[src/rtl/mem_arbiter_if.sv]
// Bundle of the arbiter's CPU, DMA and memory-port signals.
// slave: the arbiter's view. master: the environment (masters + memory).
interface mem_arbiter_if;
  logic        cpu_req;
  logic [31:0] cpu_addr;
  logic [31:0] cpu_wdata;
  logic [1:0]  cpu_width;
  logic        cpu_write;
  logic        cpu_done;
  logic [31:0] cpu_rdata;

  logic        dma_req;
  logic [31:0] dma_addr;
  logic [31:0] dma_wdata;
  logic [1:0]  dma_width;
  logic        dma_write;
  logic        dma_done;
  logic [31:0] dma_rdata;
  logic        dma_lock;

  logic [31:0] mem_addr;
  logic [31:0] mem_wdata;
  logic        mem_drive;
  logic [1:0]  mem_width;
  logic        mem_read;
  logic        mem_write;
  logic        mem_ok;
  logic [31:0] mem_rdata;
  logic        owner;

  modport slave (
    input  cpu_req, cpu_addr, cpu_wdata, cpu_width, cpu_write,
    output cpu_done, cpu_rdata,
    input  dma_req, dma_addr, dma_wdata, dma_width, dma_write, dma_lock,
    output dma_done, dma_rdata,
    output mem_addr, mem_wdata, mem_drive, mem_width, mem_read, mem_write,
    input  mem_ok, mem_rdata,
    output owner
  );

  modport master (
    output cpu_req, cpu_addr, cpu_wdata, cpu_width, cpu_write,
    input  cpu_done, cpu_rdata,
    output dma_req, dma_addr, dma_wdata, dma_width, dma_write, dma_lock,
    input  dma_done, dma_rdata,
    input  mem_addr, mem_wdata, mem_drive, mem_width, mem_read, mem_write,
    output mem_ok, mem_rdata,
    input  owner
  );
endinterface

[src/rtl/mem_arbiter.sv]
// Two-master (CPU/DMA) arbiter and three-phase sequencer for the memory
// CPU-side port: IDLE (strobes low) -> FIRST (mem_ok ignored) -> HOLD
// (wait for mem_ok). DMA has priority; the CPU is forced one slot after
// STARVE_LIMIT consecutive DMA completions unless the DMA holds its lock.
module mem_arbiter #(
  parameter int STARVE_LIMIT = 4
) (
  input  logic         clk,
  input  logic         rst,
  mem_arbiter_if.slave bus
);

  typedef enum logic [1:0] {IDLE = 2'd0, FIRST = 2'd1, HOLD = 2'd2} state_t;

  localparam logic [3:0] LIMIT = 4'(STARVE_LIMIT);

  state_t      state;
  logic        owner_q;
  logic [31:0] addr_q;
  logic [31:0] wdata_q;
  logic [1:0]  width_q;
  logic        is_write_q;
  logic        read_q;
  logic        write_q;
  logic [31:0] cpu_rdata_q;
  logic [31:0] dma_rdata_q;
  logic [3:0]  starve_cnt;
  logic        cpu_win;
  logic        complete;

  // Saturating increment of the CPU starvation counter.
  function automatic logic [3:0] sat_inc(input logic [3:0] v);
    return (v >= LIMIT) ? LIMIT : v + 4'd1;
  endfunction

  // Winner selection: forced CPU slot, else DMA priority, else CPU.
  always_comb begin
    cpu_win = bus.cpu_req &&
              (!bus.dma_req || (starve_cnt == LIMIT && !bus.dma_lock));
  end

  // Completion is decoded so done lands in the same cycle mem_ok is seen;
  // a reset in that cycle aborts the access without a done pulse.
  assign complete      = (state == HOLD) && bus.mem_ok && !rst;
  assign bus.cpu_done  = complete && !owner_q;
  assign bus.dma_done  = complete &&  owner_q;

  assign bus.mem_addr  = addr_q;
  assign bus.mem_wdata = wdata_q;
  assign bus.mem_width = width_q;
  assign bus.mem_read  = read_q;
  assign bus.mem_write = write_q;
  assign bus.mem_drive = write_q;
  assign bus.owner     = owner_q;
  assign bus.cpu_rdata = cpu_rdata_q;
  assign bus.dma_rdata = dma_rdata_q;

  // Access sequencer: grant and latch in IDLE, strobe through FIRST/HOLD,
  // capture read data and update starvation count on completion.
  always_ff @(posedge clk) begin
    if (rst) begin
      state       <= IDLE;
      owner_q     <= 1'b0;
      addr_q      <= '0;
      wdata_q     <= '0;
      width_q     <= '0;
      is_write_q  <= 1'b0;
      read_q      <= 1'b0;
      write_q     <= 1'b0;
      cpu_rdata_q <= '0;
      dma_rdata_q <= '0;
      starve_cnt  <= '0;
    end else begin
      case (state)
        IDLE: begin
          if (bus.cpu_req || bus.dma_req) begin
            if (cpu_win) begin
              owner_q    <= 1'b0;
              addr_q     <= bus.cpu_addr;
              wdata_q    <= bus.cpu_wdata;
              width_q    <= bus.cpu_width;
              is_write_q <= bus.cpu_write;
              read_q     <= !bus.cpu_write;
              write_q    <= bus.cpu_write;
            end else begin
              owner_q    <= 1'b1;
              addr_q     <= bus.dma_addr;
              wdata_q    <= bus.dma_wdata;
              width_q    <= bus.dma_width;
              is_write_q <= bus.dma_write;
              read_q     <= !bus.dma_write;
              write_q    <= bus.dma_write;
            end
            state <= FIRST;
          end
        end
        FIRST: begin
          state <= HOLD;
        end
        HOLD: begin
          if (bus.mem_ok) begin
            if (!is_write_q) begin
              if (owner_q) dma_rdata_q <= bus.mem_rdata;
              else         cpu_rdata_q <= bus.mem_rdata;
            end
            if (!owner_q)         starve_cnt <= '0;
            else if (bus.cpu_req) starve_cnt <= sat_inc(starve_cnt);
            else                  starve_cnt <= '0;
            read_q  <= 1'b0;
            write_q <= 1'b0;
            state   <= IDLE;
          end
        end
        default: begin
          read_q  <= 1'b0;
          write_q <= 1'b0;
          state   <= IDLE;
        end
      endcase
    end
  end

endmodule

[src/flat_wrapper.sv]
// flat-port wrapper written by rule: the top's interface ports become plain ports
module mem_arbiter_flat 
#(
  parameter int STARVE_LIMIT = 4
)
  (clk, rst, bus_cpu_req, bus_cpu_addr, bus_cpu_wdata, bus_cpu_width, bus_cpu_write, bus_cpu_done, bus_cpu_rdata, bus_dma_req, bus_dma_addr, bus_dma_wdata, bus_dma_width, bus_dma_write, bus_dma_lock, bus_dma_done, bus_dma_rdata, bus_mem_addr, bus_mem_wdata, bus_mem_drive, bus_mem_width, bus_mem_read, bus_mem_write, bus_mem_ok, bus_mem_rdata, bus_owner);
  mem_arbiter_if bus_i ();
  input  logic clk;
  input  logic rst;
  input wire logic [$bits(bus_i.cpu_req)-1:0] bus_cpu_req;
  input wire logic [$bits(bus_i.cpu_addr)-1:0] bus_cpu_addr;
  input wire logic [$bits(bus_i.cpu_wdata)-1:0] bus_cpu_wdata;
  input wire logic [$bits(bus_i.cpu_width)-1:0] bus_cpu_width;
  input wire logic [$bits(bus_i.cpu_write)-1:0] bus_cpu_write;
  output wire logic [$bits(bus_i.cpu_done)-1:0] bus_cpu_done;
  output wire logic [$bits(bus_i.cpu_rdata)-1:0] bus_cpu_rdata;
  input wire logic [$bits(bus_i.dma_req)-1:0] bus_dma_req;
  input wire logic [$bits(bus_i.dma_addr)-1:0] bus_dma_addr;
  input wire logic [$bits(bus_i.dma_wdata)-1:0] bus_dma_wdata;
  input wire logic [$bits(bus_i.dma_width)-1:0] bus_dma_width;
  input wire logic [$bits(bus_i.dma_write)-1:0] bus_dma_write;
  input wire logic [$bits(bus_i.dma_lock)-1:0] bus_dma_lock;
  output wire logic [$bits(bus_i.dma_done)-1:0] bus_dma_done;
  output wire logic [$bits(bus_i.dma_rdata)-1:0] bus_dma_rdata;
  output wire logic [$bits(bus_i.mem_addr)-1:0] bus_mem_addr;
  output wire logic [$bits(bus_i.mem_wdata)-1:0] bus_mem_wdata;
  output wire logic [$bits(bus_i.mem_drive)-1:0] bus_mem_drive;
  output wire logic [$bits(bus_i.mem_width)-1:0] bus_mem_width;
  output wire logic [$bits(bus_i.mem_read)-1:0] bus_mem_read;
  output wire logic [$bits(bus_i.mem_write)-1:0] bus_mem_write;
  input wire logic [$bits(bus_i.mem_ok)-1:0] bus_mem_ok;
  input wire logic [$bits(bus_i.mem_rdata)-1:0] bus_mem_rdata;
  output wire logic [$bits(bus_i.owner)-1:0] bus_owner;
  assign bus_i.cpu_req = bus_cpu_req;
  assign bus_i.cpu_addr = bus_cpu_addr;
  assign bus_i.cpu_wdata = bus_cpu_wdata;
  assign bus_i.cpu_width = bus_cpu_width;
  assign bus_i.cpu_write = bus_cpu_write;
  assign bus_cpu_done = bus_i.cpu_done;
  assign bus_cpu_rdata = bus_i.cpu_rdata;
  assign bus_i.dma_req = bus_dma_req;
  assign bus_i.dma_addr = bus_dma_addr;
  assign bus_i.dma_wdata = bus_dma_wdata;
  assign bus_i.dma_width = bus_dma_width;
  assign bus_i.dma_write = bus_dma_write;
  assign bus_i.dma_lock = bus_dma_lock;
  assign bus_dma_done = bus_i.dma_done;
  assign bus_dma_rdata = bus_i.dma_rdata;
  assign bus_mem_addr = bus_i.mem_addr;
  assign bus_mem_wdata = bus_i.mem_wdata;
  assign bus_mem_drive = bus_i.mem_drive;
  assign bus_mem_width = bus_i.mem_width;
  assign bus_mem_read = bus_i.mem_read;
  assign bus_mem_write = bus_i.mem_write;
  assign bus_i.mem_ok = bus_mem_ok;
  assign bus_i.mem_rdata = bus_mem_rdata;
  assign bus_owner = bus_i.owner;
  mem_arbiter #(.STARVE_LIMIT(STARVE_LIMIT)) u_core (.clk(clk), .rst(rst), .bus(bus_i));
endmodule
[config.mk]
export PLATFORM = sky130hd
export DESIGN_NAME = mem_arbiter_flat
export DESIGN_NICKNAME = d
export VERILOG_FILES = /design/src/rtl/mem_arbiter_if.sv /design/src/rtl/mem_arbiter.sv /design/src/flat_wrapper.sv
export SDC_FILE = /design/constraint.sdc
export NUM_CORES = 1
export LEC_CHECK = 0
export ABC_AREA = 0
export CELL_PAD_IN_SITES_DETAIL_PLACEMENT = 0
export CELL_PAD_IN_SITES_GLOBAL_PLACEMENT = 2
export CORE_MARGIN = 1.5
export CORE_UTILIZATION = 21
export CTS_BUF_LIST = sky130_fd_sc_hd__clkbuf_8
export DETAILED_ROUTE_END_ITERATION = 7
export MAX_ROUTING_LAYER = met4
export PLACE_DENSITY_LB_ADDON = 0.1
export SETUP_SLACK_MARGIN = 0.1
export SLEW_MARGIN = 20
export SYNTH_ARGS = -nofsm -noshare
export SYNTH_HDL_FRONTEND = slang
export SYNTH_SLANG_ARGS = --single-unit
[constraint.sdc]
create_clock -name clk -period 2.25 [get_ports clk]
set_input_delay 0.3375 -clock clk [delete_from_list [all_inputs] [get_ports clk]]
set_output_delay 0.3375 -clock clk [all_outputs]
set_load 0.05 [all_outputs]
Word-level counts from Yosys, hierarchy flattened:

Index checks and enable logic that the tools add are counted.

* flip-flop bits (word level): 140
* output and inout port bits: 136
* bits of input ports: 172

* magnitude comparators: 1
* equality and inequality tests: 5
* bitwise operators: 3
* add/subtract/negate cells: 1
* reduce and logical (&&, ||, !) cells: 21
* mux-type cells: 17

Operators with widths (number)
* 32-bit two-way mux: 2
* 4-bit two-way mux: 3
* 4-bit AND reduction: 2
* 1-bit logical AND: 6
* 1-bit zero test: 6
* 1-bit two-way mux: 6
* 2-bit two-way mux: 3
* 1-bit one-hot mux with 3 select lines: 2
* 2-bit one-hot mux with 3 select lines: 1
* 2-bit AND reduction: 3
* 4-bit by 1-bit adder with 4-bit output, second input constant: 1
* 4-bit by 3-bit == test with 1-bit output, second input constant: 1
* 4-bit by 3-bit >= comparator with 1-bit output, second input constant: 1
* 1-bit inverter: 3
* 3-bit AND reduction: 1
* 2-bit by 1-bit == test with 1-bit output, second input constant: 1
* 2-bit == test, second input constant: 1
* 2-bit zero test: 1
* 1-bit logical OR: 2
* 2-bit by 1-bit inequality test with 1-bit output, second input constant: 1
* 2-bit inequality test, second input constant: 1

Longest topological paths before layout:

Gate-level depths: netlist (run 1).

* depth after elaboration: 7
* mapped depth: 8
* gate-level depth less buffers: 6

Worst setup path before layout (run 1):

OpenSTA, ideal clock, no wires.

* kind: register to output
* start point: reg u_core.owner_q, in the netlist u_core.bus.owner
* end point: out bus_dma_done
* arrival: 2038 ps
* setup slack: -126 ps
* buffers on the path: 1
* stages on the path, launching flop included: 3
* required time: 1913 ps
* cells stage by stage: dfxtp_1 > buf_2 > nor3b_1

* word-level cells in the longest chain between the ends: 1

RTL lines
* start: declaration: RTL line mem_arbiter.sv:18 `logic owner_q;`
* start signal: assignment: RTL line mem_arbiter.sv:63 `owner_q <= 1'b0;`
* start signal: assignment: RTL line mem_arbiter.sv:78 `owner_q <= 1'b0;`
* start signal: assignment: RTL line mem_arbiter.sv:86 `owner_q <= 1'b1;`
* 1-bit logical AND: RTL line mem_arbiter.sv:46 `assign bus.dma_done = complete && owner_q;`
* end: declaration: RTL line flat_wrapper.sv:23 `output wire logic [$bits(bus_i.dma_done)-1:0] bus_dma_done;`

Every way passes these cells.

Worst setup path in the final report (run 1):

* start point: reg u_core.write_q, in the netlist u_core.bus.mem_drive
* end point: out bus_mem_drive

RTL lines
* start: declaration: RTL line mem_arbiter.sv:24 `logic write_q;`
* start signal: assignment: RTL line mem_arbiter.sv:84 `write_q <= bus.cpu_write;`
* start signal: assignment: RTL line mem_arbiter.sv:92 `write_q <= bus.dma_write;`
* end: declaration: RTL line flat_wrapper.sv:27 `output wire logic [$bits(bus_i.mem_drive)-1:0] bus_mem_drive;`

No word-level cell between the ends.

==> flow_summary.toml, run 1 <==
[synthesis]
ys_seq_area_frac = 0.505
syn_nets = 808
synth_top_cell_by_area = "dfxtp_1"
synth_common_cells = "dfxtp_1 (140), nand2_1 (130), nor2_1 (75)"
synth_top_family_by_area = "simple AND/OR/NAND/NOR gates"
synth_adder_area_share = 0.00451
yosysMostFrequentCell = "dfxtp_1"
synth_compound_area_frac = 0.160
synth-seq-cells = 140
synth_top_area_frac = 0.505
syn_area_per_cell_um2 = 8.76
synth_xor_area_frac = 0
syn-instance-count = 634
syn_area_um2 = 5550
ys_warn_count = 0
synth_ff_type = "dfxtp_1"
yosys.area_share.simple = 0.162
synth_enable_flop_cells = 0
yosys-top-cells-area = "dfxtp_1 (50%), mux2i_1 (12%), a211oi_1 (8.9%)"
synth_cell_types = 33
synthArstFlopShare = 0
synth_mux_area_frac = 0.123

[pwr]
swShare = 0.308
sequentialPowerShare = 0.385
pwr-share-clk = 0.363
p_int_mw = 4.93
combPwrFrac = 0.252
vdd_drop_max_v = 0.000255
leakagePower_nw = 3.67
power.density_nw_per_um2 = 745
p_sw_mw = 2.20

[floorplanning]
die_w_um = 166
core_area_um2 = 26000
die_height_um = 166
row_count = 59
dieArea_um2 = 27400
ios = 308
start_util = 0.214

[flow_run]
cap_violations = 0

[worst_setup_path]
cpMaxStageDelayCell = "clkdlybuf4s50_1"
cp-startpoint = "u_core.bus.mem_drive"
crit_family = "buffers and inverters"
worst-setup-path-type = "reg -> out"
required_ps = 1910
rr_startpoint = "u_core.starve_cnt[0]"
crit_end = "bus_mem_drive"
critical_path_cell_count = 1
crit_chain = "clkdlybuf4s50_1"
slowest_delay_ps = 840
ff2ff_path_depth = 8
r2r_end = "u_core.bus.mem_addr[16]"
reg2reg_slack_ps = 340
cp_num_buf_inv = 1
cp_max_fo = 3
start_kind = "flop"
cp.arrival_ps = 1700
end_kind = "primary output"

[sta]
hold_ws_ps = 306
maxSlewViolCount = 0
setup_violations = 0
tns_ps = 0
worst_pin_slew_ps = 569
slew_headroom = 0.620
clock_skew_ps = 18.8
fin_crit_sh = 0.906
fin_crit_ps = 2040
max_freq_mhz = 491
rsz0062_at_grt = "no"
finalHoldViolCount = 0

[outcome]
status = "completed"

[routing]
wl_per_cell_um = 15.6
drtAntennaViolNets = 0
drtIter0Drc = 154
vias = 5420
vias_per_cell = 4.27
drtPass1Iterations = 4
drc = 0
wl_mm = 19.8

[placed_design]
gp_congestion = 0.749
hpwl_mm = 14.7
place_area_um2 = 9060
portBuffers = 307

[global_routing]
grt_pass1_vias = 5591
grt_max_degree = 69
track_usage = 0.149
grt_pass1_wl_mm = 30.7
antenna_found_initial = 1
grt.overflow.total = 0

[clocking]
clockBufferDepth = 2
cts_tree = "built"
cts_root_buf = "clkbuf_8"
clock_sinks = 140
htreeDepth = 4
clkSlewWorstSetupHoldPaths_ps = 80
cts_setup_buffers = 0
clkLatencyLatePin_ps = 450
ctsResizeCount = 0
postCtsHoldBufs = 0
cts_made_buffers = 17

[layout]
area_delta_synth_final_pct = 72.3
fillers = 2638
fin_area_um2 = 9570
drive_gt1_frac = 0.0632
final_nets = 1095

[worst_hold_path]
hold_path_class = "in -> reg"
[stage by stage]
step	power, mW	worst slack (ps)	util	instances
detailed placement	4.62	186	0.349	1237
global route	7.47	150	0.368	1270
global placement	4.61	233	0.349	1237
finish	7.13	212	0.368	1270
floorplan	3.82	364	-	634
CTS	7.29	175	0.368	1269
[power groups by stage]
stage	logic [mW]	registers, mW	clock network [mW]
6_report	1.80	2.74	2.59
3_3_place_gp	1.81	2.80	0
4_1_cts	1.82	2.75	2.72
2_1_floorplan	0.456	3.36	0
3_5_place_dp	1.82	2.80	0
5_1_grt	1.91	2.77	2.79
[metal layers]
| metal | global-route usage | share of wire | up-vias |
|---|---|---|---|
| met4 | 0.0521 | 0.013 | 0 |
| met2 | 0.242 | 0.48 | 199 |
| met5 | - | 0 | - |
| met1 | 0.163 | 0.41 | 2458 |
| li1 | - | - | 2750 |
| met3 | 0.0621 | 0.092 | 13 |
[how the worst min path moves through the flow]
| stage | start | to | cells past startpoint |
|---|---|---|---|
| after global routing | rst | u_core.starve_cnt[1] | 2 |
| after detailed placement | u_core.bus.cpu_rdata[24] | u_core.bus.cpu_rdata[24] | 2 |
| final | rst | u_core.starve_cnt[1] | 2 |
| after global placement | u_core.bus.cpu_rdata[10] | u_core.bus.cpu_rdata[10] | 2 |
| after CTS | rst | u_core.starve_cnt[1] | 2 |
| after floorplan | bus_mem_rdata[27] | u_core.bus.dma_rdata[27] | 2 |
[final cells by class]
class                   count  area, µm²  area share
inverters                   5       18.8     0.00196
clock inverters            12        231      0.0242
multi-input cells         435       2530       0.264
clock buffers              20        275      0.0288
diodes                      1       2.50    0.000262
flip-flops and latches    140       2800       0.293
repair buffers            322       3290       0.344
well taps                 335        419      0.0438
[state kept, by name, indices dropped and copies added (netlist names), 2 cells and up]
name                  flops
u_core.state              2
u_core.bus.mem_addr      32
u_core.bus.mem_width      2
u_core.bus.mem_wdata     32
u_core.bus.cpu_rdata     32
u_core.bus.dma_rdata     32
u_core.starve_cnt         4
[cell families (layout without fill, tap and decap cells)]
| logic type | count (synthesis) | in the layout |
|---|---|---|
| AOI/OAI and AO/OA | 140 | 140 |
| adders and majority gates | 2 | 2 |
| buffers and inverters | 59 | 359 |
| DFF | 140 | 140 |
| muxes | 68 | 68 |
| other | 0 | 1 |
| and+or+nand+nor | 225 | 225 |
[cells in the final DEF (no fill, tap or decap), drive strengths merged, types with 2 or more instances in the layout]
cell type,count
o21ai,3
nor2,76
nand2,130
a21oi,66
clkbuf,20
dfxtp,140
clkinv,2
and2,2
nor3,4
clkdlybuf4s50,303
nand2b,3
inv,8
nand4,2
bufinv,6
ha,2
a211oi,66
buf,19
mux2i,67
Power figures use the tool's default switching activity.
==> inputs of run 2 (changes only) <==
--- a/config.mk
+++ b/config.mk
@@ -9,7 +9,7 @@
 export CELL_PAD_IN_SITES_DETAIL_PLACEMENT = 0
 export CELL_PAD_IN_SITES_GLOBAL_PLACEMENT = 2
 export CORE_MARGIN = 1.5
-export CORE_UTILIZATION = 21
+export CORE_UTILIZATION = 19
 export CTS_BUF_LIST = sky130_fd_sc_hd__clkbuf_8
 export DETAILED_ROUTE_END_ITERATION = 7
 export MAX_ROUTING_LAYER = met4
==> constraint.sdc (replaced) <==
create_clock -name clk -period 1.85 [get_ports clk]
set_input_delay 0.2775 -clock clk [delete_from_list [all_inputs] [get_ports clk]]
set_output_delay 0.2775 -clock clk [all_outputs]
set_load 0.05 [all_outputs]
==> flow_summary.toml, run 2 (synthesis gave the netlist of run 1 again) <==
[clocking]
postCtsHoldBufs = 0
cts_tree = "built"
clkSlewWorstSetupHoldPaths_ps = 90
htreeDepth = 4
cts_root_buf = "clkbuf_8"
clock_sinks = 140
cts_made_buffers = 17
clockBufferDepth = 2
clkLatencyLatePin_ps = 440

[worst_setup_path]
cp.arrival_ps = 2070
rr_startpoint = "u_core.starve_cnt[0]"
cp_max_fo = 5
required_ps = 2170
end_kind = "flop"
reg2reg_slack_ps = 90
r2r_end = "u_core.bus.mem_addr[19]"
ff2ff_path_depth = 9
start_kind = "flop"
worst-setup-path-type = "reg -> reg"

[routing]
wl_per_cell_um = 16.3
dr.max_layer_used = "met4"
drc = 0
drtAntennaViolNets = 0
vias_per_cell = 4.17
dr_wl_met2_mm = 10.6
wl_met3_mm = 1.86
wl_mm = 22.0
met1Wirelength_mm = 9.21
vias = 5608
drtIter0Drc = 175
drtPass1Iterations = 4

[layout]
area_delta_synth_final_pct = 79.5
final_common_cell = "clkdlybuf4s50_1"
final_nets = 1123
drive_gt1_frac = 0.154
most-common-layout-cells = "clkdlybuf4s50_1 (169), dfxtp_1 (136), nand2_1 (130)"
fin_area_um2 = 9970
post-route-util = 0.347

[worst_hold_path]
min_from = "rst"
hold_depth = 2
min_to = "u_core.starve_cnt[1]"
hold_path_class = "in -> reg"

[outcome]
status = "completed"

[sta]
finalWorstSetupSlack_ps = 92.3
fin_crit_ps = 1760
clock_skew_ps = 22.2
max_freq_mhz = 569
fin_crit_sh = 0.950
slew_headroom = 0.573
hold_ws_ps = 166
maxSlewViolCount = 0
setup_violations = 0
rsz0062_at_grt = "yes"
finalHoldViolCount = 0
worst_pin_slew_ps = 640

[global_routing]
track_usage = 0.149
grt_pass1_wl_mm = 33.5
antenna_found_initial = 1
grt_max_degree = 73
grt.overflow.total = 0
grt_pass1_vias = 5936

[pwr]
p_sw_mw = 2.85
p_int_mw = 5.44
leakagePower_nw = 4.33
p_total_mw = 8.29
sequentialPowerShare = 0.403
pwr-share-clk = 0.318
vdd_drop_max_v = 0.000399
power.density_nw_per_um2 = 832
swShare = 0.344
combPwrFrac = 0.279

[floorplanning]
die_height_um = 174
ios = 308
core_area_um2 = 28700
die_w_um = 174
start_util = 0.193
dieArea_um2 = 30300
row_count = 62

[placed_design]
portBuffers = 307
place_area_um2 = 9190
pre_cts_slack_ps = -199
hpwl_mm = 15.1
gp_congestion = 0.726

[flow_run]
cap_violations = 0
run 2: power groups by stage:
stage	logic [mW]	registers (mW)	clock network (mW)
floorplan	0.559	4.09	0
global placement	2.27	3.41	0
detailed placement	2.28	3.41	0
CTS	2.32	3.34	2.77
global route	2.46	3.37	2.88
finish	2.31	3.34	2.64
run 2: through the flow:
step | instances | setup TNS [ps]
after floorplan | 634 | 0
after global placement | 1295 | -11420
after detailed placement | 1295 | -10900
after CTS | 1345 | 0
after global routing | 1346 | 0
final | 1346 | 0
run 2: worst max-delay path by stage:
stage / end / slack (ps) / start
global route: u_core.bus.mem_addr[20] / 20 / u_core.starve_cnt[0]
floorplan: u_core.is_write_q / 140 / u_core.starve_cnt[0]
detailed placement: u_core.bus.mem_addr[15] / -200 / bus_dma_lock
global placement: u_core.bus.mem_wdata[13] / -200 / bus_dma_lock
CTS: u_core.bus.mem_wdata[13] / 30 / u_core.starve_cnt[0]
finish: u_core.bus.mem_addr[19] / 90 / u_core.starve_cnt[0]
run 2: routing by layer:
metal,vias up,track usage
met4,0,0.0348
met2,201,0.248
met1,2589,0.167
met5,-,-
li1,2809,-
met3,9,0.0577
run 2: timing repair:
action                     CTS  global route
setup endpoints to repair  164            68
buffers inserted            10             2
pin swaps                   19            27
cloned                       9             0
resized for setup          121            18
run 2: critical path: stages, from the launching register on:
cell	delay [ps]
dfxtp_2	350
inv_2	50
ha_4	150
nor4bb_4	150
o21ai_4	200
buf_12	170
buf_8	130
buf_16	140
mux2i_4	220
a211oi_2	80
run 2: area by class of cell:
cell class / instances / area [µm²]
Fill cell: 2991 / 18700
Timing Repair Buffer: 350 / 3590
Sequential cell: 140 / 2810
Multi-Input combinational cell: 435 / 2670
Tap cell: 384 / 480
Clock buffer: 18 / 248
Clock inverter: 13 / 155
Inverter: 5 / 18.8
Antenna cell: 1 / 2.50
==> inputs of run 3 (changes only) <==
--- a/config.mk
+++ b/config.mk
@@ -14,6 +14,7 @@
 export DETAILED_ROUTE_END_ITERATION = 7
 export MAX_ROUTING_LAYER = met4
 export PLACE_DENSITY_LB_ADDON = 0.1
+export RECOVER_POWER = 100
 export SETUP_SLACK_MARGIN = 0.1
 export SLEW_MARGIN = 20
 export SYNTH_ARGS = -nofsm -noshare
==> constraint.sdc (replaced) <==
create_clock -name clk -period 1.85 [get_ports clk]
set_input_delay 0.185 -clock clk [delete_from_list [all_inputs] [get_ports clk]]
set_output_delay 0.185 -clock clk [all_outputs]
set_load 0.05 [all_outputs]
==> flow_summary.toml, run 3 (synthesis gave the netlist of run 1 again) <==
[layout]
most-common-layout-cells = "clkdlybuf4s50_1 (169), dfxtp_1 (137), nand2_1 (130)"
final_nets = 1119
multi_input_area_um2 = 2580
final_common_cell = "clkdlybuf4s50_1"
drive_gt1_frac = 0.0950
fin_area_um2 = 9630
area_delta_synth_final_pct = 73.5
fillers = 3077
post-route-util = 0.336
seqCellArea_um2 = 2810

[pwr]
leakagePower_nw = 4.23
vdd_drop_max_v = 0.000350
pwr-share-clk = 0.325
combPwrFrac = 0.266
power.density_nw_per_um2 = 847
p_sw_mw = 2.76
p_int_mw = 5.40
swShare = 0.338
sequentialPowerShare = 0.409

[worst_setup_path]
ff2ff_path_depth = 9
slowest_delay_ps = 340
rr_startpoint = "u_core.starve_cnt[0]"
cp.arrival_ps = 2030
cp_max_fo = 6
r2r_end = "u_core.bus.mem_addr[16]"
end_kind = "flop"
cpMaxStageDelayCell = "dfxtp_2"
start_kind = "flop"
reg2reg_slack_ps = 130
required_ps = 2160
crit_chain = "inv_2 > ha_4 > nor4bb_4 > o21ai_4 > buf_12 > buf_8 > buf_4 > mux2i_2 > a211oi_2"
worst-setup-path-type = "reg -> reg"

[floorplanning]
dieArea_um2 = 30300
ios = 308
die_w_um = 174
core_area_um2 = 28700
die_height_um = 174
row_count = 62
start_util = 0.193

[placed_design]
place_area_um2 = 9200
gp_congestion = 0.734
hpwl_mm = 15.5
portBuffers = 307

[sta]
fin_crit_sh = 0.929
tns_ps = 0
rsz0062_at_grt = "yes"
max_freq_mhz = 582
worst_pin_slew_ps = 758
maxSlewViolCount = 0
clock_skew_ps = 16.0
finalHoldViolCount = 0
fin_crit_ps = 1720
setup_violations = 0
slew_headroom = 0.497

[global_routing]
antenna_found_initial = 4
grt.overflow.total = 0
track_usage = 0.149
grt_max_degree = 76
grt_pass1_wl_mm = 33.4
grt_pass1_vias = 5688

[clocking]
clockBufferDepth = 2
cts_tree = "built"
clkLatencyLatePin_ps = 440
htreeDepth = 4
cts_made_buffers = 17
postCtsHoldBufs = 0
clock_sinks = 140
cts_root_buf = "clkbuf_8"
clkSlewWorstSetupHoldPaths_ps = 90

[worst_hold_path]
hold_depth = 2
min_to = "u_core.bus.mem_addr[3]"
min_from = "rst"
hold_path_class = "in -> reg"

[routing]
drc = 0
drtIter0Drc = 192
vias = 5552
wl_met3_mm = 2.28
dr.max_layer_used = "met4"
wl_per_cell_um = 16.3
vias_per_cell = 4.12
met1Wirelength_mm = 9.69
drtPass1Iterations = 4
dr_wl_met2_mm = 9.80
drtAntennaViolNets = 0
wl_mm = 21.9

[outcome]
status = "completed"

[flow_run]
cap_violations = 0
[run 3: critical path, delay by kind of cell, from the launching register on]
family / cells / cell delay (ps)
buffers and inverters: 4 / 490
AOI/OAI and AO/OA: 2 / 230
and+or+nand+nor: 1 / 150
DFF: 1 / 340
adders and majority gates: 1 / 150
muxes: 1 / 240
[run 3: layout make-up]
type	count	share of cell area
Timing Repair Buffer	346	0.345
Sequential cell	140	0.291
Multi-Input combinational cell	435	0.268
Tap cell	384	0.0499
Clock buffer	17	0.0243
Clock inverter	15	0.0181
Inverter	5	0.00195
Antenna cell	4	0.00104
[run 3: worst max path at each step]
stage	from	to	cells after the start
after CTS	u_core.starve_cnt[0]	u_core.bus.mem_addr[16]	9
after floorplan	u_core.bus.owner	bus_dma_done	2
after detailed placement	bus_dma_lock	u_core.bus.mem_wdata[8]	6
after global routing	u_core.starve_cnt[0]	u_core.bus.mem_addr[1]	9
after global placement	bus_dma_lock	u_core.bus.mem_width[1]	6
final	u_core.starve_cnt[0]	u_core.bus.mem_addr[16]	9
[run 3: power by group through the flow]
| stage | Clock (mW) | Combinational, mW | Sequential (mW) |
|---|---|---|---|
| after CTS | 2.80 | 2.24 | 3.34 |
| after detailed placement | 0 | 2.29 | 3.41 |
| after floorplan | 0 | 0.555 | 4.09 |
| after global placement | 0 | 2.28 | 3.41 |
| final | 2.65 | 2.17 | 3.34 |
| after global routing | 2.92 | 2.32 | 3.37 |
[run 3: metal layers]
layer  up-vias  GRT usage
met2       201      0.227
li1       2803          -
met1      2541      0.179
met3         7     0.0693
met5         -          -
met4         0     0.0313
[run 3: per-stage QoR]
step	hold WS, ps	instances	power [mW]	setup WS (ps)
2_1_floorplan	321	634	4.65	117
3_3_place_gp	443	1295	5.69	-130
3_5_place_dp	446	1295	5.70	-130
4_1_cts	33.5	1342	8.39	39.4
5_1_grt	44.1	1346	8.61	6.07
6_report	65.9	1346	8.16	132
[run 3: repair_timing]
item / 4_1_cts / 5_1_grt
buffers inserted: 12 / 0
gates resized for setup: 134 / 18
endpoints found under the setup margin: 188 / 70
endpoints found under the hold margin: 0 / 0
cloned: 3 / 2
pin swaps: 14 / 47
